**src/rtl/rr_arbiter8_pkg.sv**
```systemverilog
// Shared constants, state encoding and small helpers for the 8-way round-robin arbiter.
package rr_arbiter8_pkg;

    localparam int N_REQ  = 8;
    localparam int IDX_W  = 3;
    localparam int HOLD_W = 4;

    typedef enum logic [1:0] {
        IDLE    = 2'b00,
        GRANT   = 2'b01,
        RELEASE = 2'b10
    } arb_state_e;

    function automatic logic [N_REQ-1:0] idx_to_onehot(input logic [IDX_W-1:0] idx);
        logic [N_REQ-1:0] oh;
        oh      = '0;
        oh[idx] = 1'b1;
        return oh;
    endfunction

endpackage

```
**src/rtl/rr_arbiter8_onehot8_to_bin3.sv**
```systemverilog
// Combinational one-hot to binary index encoder; an all-zero input maps to 3'b111.
module onehot8_to_bin3
    import rr_arbiter8_pkg::*;
(
    input  logic [N_REQ-1:0] onehot,
    output logic [IDX_W-1:0] bin
);

    always_comb begin
        bin = 3'b111;
        case (onehot)
            8'h01:   bin = 3'd0;
            8'h02:   bin = 3'd1;
            8'h04:   bin = 3'd2;
            8'h08:   bin = 3'd3;
            8'h10:   bin = 3'd4;
            8'h20:   bin = 3'd5;
            8'h40:   bin = 3'd6;
            8'h80:   bin = 3'd7;
            default: bin = 3'b111;
        endcase
    end

endmodule

```
**src/rtl/rr_arbiter8.sv**
```systemverilog
// 8-requester round-robin arbiter with done/withdraw release and a hold-time limit.
// Handshake: a requester holds req[n] high until it is granted; the grant stays until done, req drop or timeout.
module rr_arbiter8
    import rr_arbiter8_pkg::*;
#(
    parameter int TIMEOUT = 15
)
(
    input  logic             clk,
    input  logic             rst,
    input  logic [N_REQ-1:0] req,
    input  logic             done,
    output logic [N_REQ-1:0] gnt,
    output logic [IDX_W-1:0] gnt_idx,
    output logic             gnt_valid,
    output logic             timeout_err,
    output logic [1:0]       state_dbg
);

    localparam logic [HOLD_W-1:0] HOLD_LAST = HOLD_W'(TIMEOUT - 1);

    arb_state_e        state;
    logic [IDX_W-1:0]  ptr;
    logic [HOLD_W-1:0] hold_cnt;

    logic [IDX_W-1:0]  cand;
    logic [IDX_W-1:0]  win_idx;
    logic              win_found;
    logic              cur_req;
    logic              hold_limit;
    logic              release_now;

    // Search from ptr upward; the 3-bit candidate index wraps 7 -> 0 on its own.
    always_comb begin
        cand      = '0;
        win_idx   = '0;
        win_found = 1'b0;
        for (int i = 0; i < N_REQ; i++) begin
            cand = ptr + IDX_W'(i);
            if (!win_found && req[cand]) begin
                win_found = 1'b1;
                win_idx   = cand;
            end
        end
    end

    assign cur_req     = req[gnt_idx];
    assign hold_limit  = (hold_cnt == HOLD_LAST);
    assign release_now = done || !cur_req || hold_limit;
    assign state_dbg   = state;

    always_ff @(posedge clk or posedge rst) begin
        if (rst) begin
            state       <= IDLE;
            ptr         <= '0;
            hold_cnt    <= '0;
            gnt         <= '0;
            gnt_valid   <= 1'b0;
            timeout_err <= 1'b0;
        end else begin
            timeout_err <= 1'b0;
            case (state)
                IDLE, RELEASE: begin
                    hold_cnt <= '0;
                    if (win_found) begin
                        state     <= GRANT;
                        gnt       <= idx_to_onehot(win_idx);
                        gnt_valid <= 1'b1;
                    end else begin
                        state     <= IDLE;
                        gnt       <= '0;
                        gnt_valid <= 1'b0;
                    end
                end
                GRANT: begin
                    if (release_now) begin
                        state       <= RELEASE;
                        gnt         <= '0;
                        gnt_valid   <= 1'b0;
                        hold_cnt    <= '0;
                        ptr         <= gnt_idx + 3'd1;
                        // done or a dropped request on the limit cycle is an ordinary release.
                        timeout_err <= hold_limit && !done && cur_req;
                    end else if (hold_cnt != '1) begin
                        hold_cnt <= hold_cnt + 1'b1;
                    end
                end
                default: begin
                    state     <= IDLE;
                    gnt       <= '0;
                    gnt_valid <= 1'b0;
                    hold_cnt  <= '0;
                end
            endcase
        end
    end

    onehot8_to_bin3 u_enc (
        .onehot (gnt),
        .bin    (gnt_idx)
    );

endmodule

```
**config.mk**
```make
export PLATFORM = sky130hd
export DESIGN_NAME = rr_arbiter8
export DESIGN_NICKNAME = d
export VERILOG_FILES = /design/src/rtl/rr_arbiter8_pkg.sv /design/src/rtl/rr_arbiter8_onehot8_to_bin3.sv /design/src/rtl/rr_arbiter8.sv
export SDC_FILE = /design/constraint.sdc
export NUM_CORES = 1
export LEC_CHECK = 0
export CORE_MARGIN = 10
export CORE_UTILIZATION = 52
export CTS_BUF_LIST = sky130_fd_sc_hd__clkbuf_4 sky130_fd_sc_hd__clkbuf_8
export DETAILED_ROUTE_END_ITERATION = 10
export PLACE_DENSITY = 0.75
export SLEW_MARGIN = 25
export SYNTH_ARGS = -nofsm -noshare
export SYNTH_HDL_FRONTEND = slang
export SYNTH_SLANG_ARGS = --single-unit
```
**constraint.sdc**
```tcl
create_clock -name clk -period 3.8 [get_ports clk]
set_input_delay 0.57 -clock clk [delete_from_list [all_inputs] [get_ports clk]]
set_output_delay 0.57 -clock clk [all_outputs]
set_load 0.01 [all_outputs]
```
* Yosys cells after proc, flatten, opt, wreduce, memory -nomap -nowiden *
Index checks and enable logic that the tools add are counted.

operators by class
  $add $sub $neg = 9
  $lt $le $gt $ge = 11
  eq/ne operators = 13
  mux-type cells = 51
  reduce and logical (&&, ||, !) cells = 24

operators with widths
  cell                   number
  $lt A3 B4 Y1 const B   10
  $bmux W1 S3            9
  $mux W3                8
  $mux W1                23
  $pmux W3 S7            1
  $mux W8                2
  $pmux W8 S2            1
  $add A3 B3 Y3 const B  4
  $mux W4                3
  $logic_and A1 B1 Y1    10
  $logic_not A1 Y1       9
  $eq A8 B1 Y1 const B   1
  $eq A8 B2 Y1 const B   1
  $eq A8 B3 Y1 const B   1
  $eq A8 B4 Y1 const B   1
  $eq A8 B5 Y1 const B   1
  $eq A8 B6 Y1 const B   1
  $eq A8 B7 Y1 const B   1
  $add A3 B1 Y3 const B  2
  $add A3 B2 Y3 const B  2
  $add A4 B1 Y4 const B  1
  $eq A4 B4 Y1 const B   1
  $ne A4 B4 Y1 const B   1
  $pmux W2 S2            1
  other kinds (12)       13

storage, ports and cells
  bits in registers = 19
  input port bits = 11
  output and inout port bits = 15
  logic and storage cells = 114

* Depth between registers and ports, before layout *
  depth in word-level cells = 30
  mapped depth = 13
  mapped depth without buffers = 9

* Modules after synthesis *
Synthesis repeated with hierarchy kept, for this count alone.

unflattened totals
  cells, all modules = 214
  area, all modules = 2084.5 um2

by module, submodules not included
  module           instances  cells an instance  area each (um2)  sequential area each (um2)
  rr_arbiter8      1          186                1891.8           450.4
  onehot8_to_bin3  1          28                 192.7            0.0

* Worst setup path before layout *
OpenSTA, ideal clock, no wires.

  kind = reg2reg
  from = register ptr[1]
  to = register gnt[4]
  setup time = 101 ps
  arrival = 3093 ps
  required time = 3699 ps
  slack = 606 ps
  stages on the path, launching flop included = 12
  path buffers = 3
  clock period less this slack = 3194 ps
  cells stage by stage = dfrtp_1 > buf_2 > buf_2 > inv_1 > ha_1 > buf_2 > mux4_1 > mux2_4 > a2111oi_4 > nor4b_2 > or3_4 > o32ai_1

on the way
  longest elaborated chain between the ends = 30
  elaborated cells on any way between the ends = 60
  those cells by class = add/sub (7); order compare (2); mux (36); reduce/logical (15)

ends and longest elaborated chain
  what                                                    line               source
  start: declaration                                      rr_arbiter8.sv:23  logic [IDX_W-1:0] ptr;
  start signal: assignment                                rr_arbiter8.sv:81  ptr <= gnt_idx + 3'd1;
  branches (longest 28 deep; another with $add A3 B1 Y3)  --
  $mux W8 (*)                                             rr_arbiter8.sv:65  if (win_found) begin
  $pmux W8 S2 (*)                                         rr_arbiter8.sv:62  case (state)
  end signal: assignment                                  rr_arbiter8.sv:67  gnt <= idx_to_onehot(win_idx);
  end: declaration                                        rr_arbiter8.sv:13  output logic [N_REQ-1:0] gnt,

Every way passes the cells marked *. The select of a mux whose other input is x is not followed.
A chain may end at the register's enable or synchronous reset.

* Final worst setup path *
  from = register ptr[1]
  to = register gnt[2]

Same word-level chain as after synthesis.

==> impl_metrics.tcl <==
set metrics [dict create \
    status "complete, no violations" \
    drtAntennaViolNets 0 \
    via_count 1973 \
    grt_max_degree 22 \
    post_drt_via_cell_ratio 6.53 \
    crit_fanout 11 \
    syn_inst 231 \
    fmax_ghz 0.308 \
    end_kind "flop" \
    die_y_um 83.5 \
    slew_headroom_pct 53.8 \
    crit_type "flop to flop" \
    cts_hold_buf 0 \
    initial_core_util_pct 53.3 \
    arrival_ns 3.39 \
    grt_pass1_wl_um 8980 \
    cp_top_family "simple AND/OR/NAND/NOR gates" \
    cap_violations 0 \
    skew_ns 0.00243 \
    insertion_delay_ns 0.25 \
    fin_area_mm2 0.00243 \
    path_clk_slew_ns 0.07 \
    crit_buf_inv 1 \
    p_per_area_mw_per_mm2 1010 \
    place_congestion 0.865 \
    yosysWarnings 0 \
    drt-pass1-iter-count 4 \
    crit_path_start_kind "flop" \
    cts_buffers 3 \
    num_rows 23 \
    nets 269 \
    pin_count 26 \
    hold_path_class "flop to flop" \
    grt_usage_pct 14.6 \
    fp.dieW_um 83.5 \
    peakVddDrop_mv 0.746 \
    routed_wl_um 5400 \
    drc 0 \
    timing.final.max_slew_violations 0 \
    fin_crit_sh_pct 85.3 \
    coreArea_mm2 0.00394 \
    ys_types 53 \
    final_common_cell "clkdlybuf4s50_1" \
    clockBufferDepth 2 \
    final_cell_mix "25 x clkdlybuf4s50_1, 20 x inv_1, 18 x dfrtp_1" \
    cts.root.buffer_cell "clkbuf_8" \
    fin_setup_tns_ns 0 \
    ctsResizeCount 0 \
    syn_nets 247 \
    power_uw 2460 \
    hold_violations 0 \
    grt_pass1_vias 1891 \
    slowest_stage "ha_1" \
    critPathMostFrequentCell "mux2i_1" \
    pre_cts_ws_ns 0.392 \
    port_buffers 25 \
    synth_area_per_cell_um2 9.09 \
    async_reset_ff_share_pct 100 \
    cts.htree.levels 1 \
    netlist_area_mm2 0.00210 \
    post-route-min-period_ns 3.24 \
    syn_to_final_growth_pct 15.7 \
    fin_ws_ns 0.558 \
    tightest_slew_ns 0.692 \
    critPathRequiredTime_ns 3.95 \
    rrSetupSlack_ns 0.56 \
    setup_viol 0 \
    drt_iter0_drc 171 \
    synth-seq-cells 18 \
    rsz0062_at_grt "no" \
    cts_setup_buffers 0 \
    antenna_found_initial 0 \
    detail_route.wl_per_cell_um 17.9 \
    ys.flop_type "dfrtp_1" \
    cp_cell_sequence "inv_1 > ha_1 > mux2i_1 > mux2i_1 > o221ai_1 > and3_1 > nor4b_2 > nor3_1 > o32ai_1" \
    gr-total-overflow 0 \
    synth-seq-area-share_pct 21.5 \
    critPathMaxStageDelay_ns 0.59 \
    die_area_mm2 0.00698 \
    diodes 0 \
    synth_edf_count 0 \
    holdWs_ns 0.599 \
    layout-drive-gt1-share_pct 11.5 \
    p_leak_uw 0.000946 \
    cts_num_sinks 18 \
    cts_tree "done" \
    dp_hpwl_um 4090 \
    placedInstanceArea_mm2 0.00237 \
]
layout make-up:
type	instances	area, um^2
flip-flops and latches	18	450
fillers	326	1510
well taps	50	62.6
repair buffers	30	288
inverters	20	75.1
multi-input cells	180	1500
clock buffers	4	55.1
cell families (layout without fill, tap and decap cells):
group	count (synthesis)	after routing	synth area share [%]
DFF	18	18	21.5
xor gates and xnor gates	9	9	3.75
AOI/OAI and AO/OA	71	71	26.2
adders and majority gates	5	5	2.98
buffers and inverters	33	54	7.15
muxes	32	32	22.4
and+or+nand+nor	63	63	16.0
worst paths after layout:
| path | start | endpoint | cells after the start |
|---|---|---|---|
| setup / recovery | ptr[1] | gnt[2] | 9 |
| setup reg to reg | ptr[1] | gnt[2] | 9 |
| max in group asynchronous | rst | ptr[2] | 2 |
| min in group asynchronous | rst | gnt[0] | 2 |
| hold reg to reg | ptr[0] | ptr[0] | 2 |
| hold / removal | ptr[0] | ptr[0] | 2 |
worst reg2reg max path, stage by stage (launching register included):
cell and delay, ns:
dfrtp_1 0.36, inv_1 0.12, ha_1 0.60, mux2i_1 0.34
mux2i_1 0.11, o221ai_1 0.47, and3_1 0.36, nor4b_2 0.30
nor3_1 0.18, o32ai_1 0.31
stage by stage:
step           utilization [%]  std cells
4_1_cts                   61.6        302
2_1_floorplan                -        231
3_3_place_gp              60.2        298
5_1_grt                   61.6        302
3_5_place_dp              60.2        298
6_report                  61.6        302
Yosys cell counts (6+ instances only):
cell      number  area, um^2
inv_1         20        75.1
dfrtp_1       18         450
mux2i_1       17         170
nor2_1        17        63.8
a211oi_1      12        90.1
a21oi_1       11        55.1
mux4_2        10         225
nand2_1        8        30.0
o32ai_1        8        70.1
nand3_1        7        35.0
nor3_1         7        35.0
o21ai_0        7        35.0
buf_2          6        30.0
power breakdown:
| group | total [uW] | internal, uW | switching [uW] |
|---|---|---|---|
| Combinational | 1990 | 859 | 1130 |
| Clock | 156 | 92.0 | 64.2 |
| Sequential | 308 | 247 | 61.1 |
routing by layer:
layer / part of all wire [%] / up-vias / routed length (um) / track usage [%]
met5: 0 / - / 0 / 0
met4: 0.22 / 0 / 12 / 2.89
met3: 7.3 / 2 / 392 / 4.59
met2: 46 / 74 / 2500 / 23.5
met1: 46 / 952 / 2490 / 18.8
li1: - / 945 / - / -
state kept, by name (all words and copies together) (netlist names):
signal and flops:
timeout_err 1, ptr 3, gnt 8, state_dbg 2
hold_cnt 4
Power figures use the tool's default switching activity.
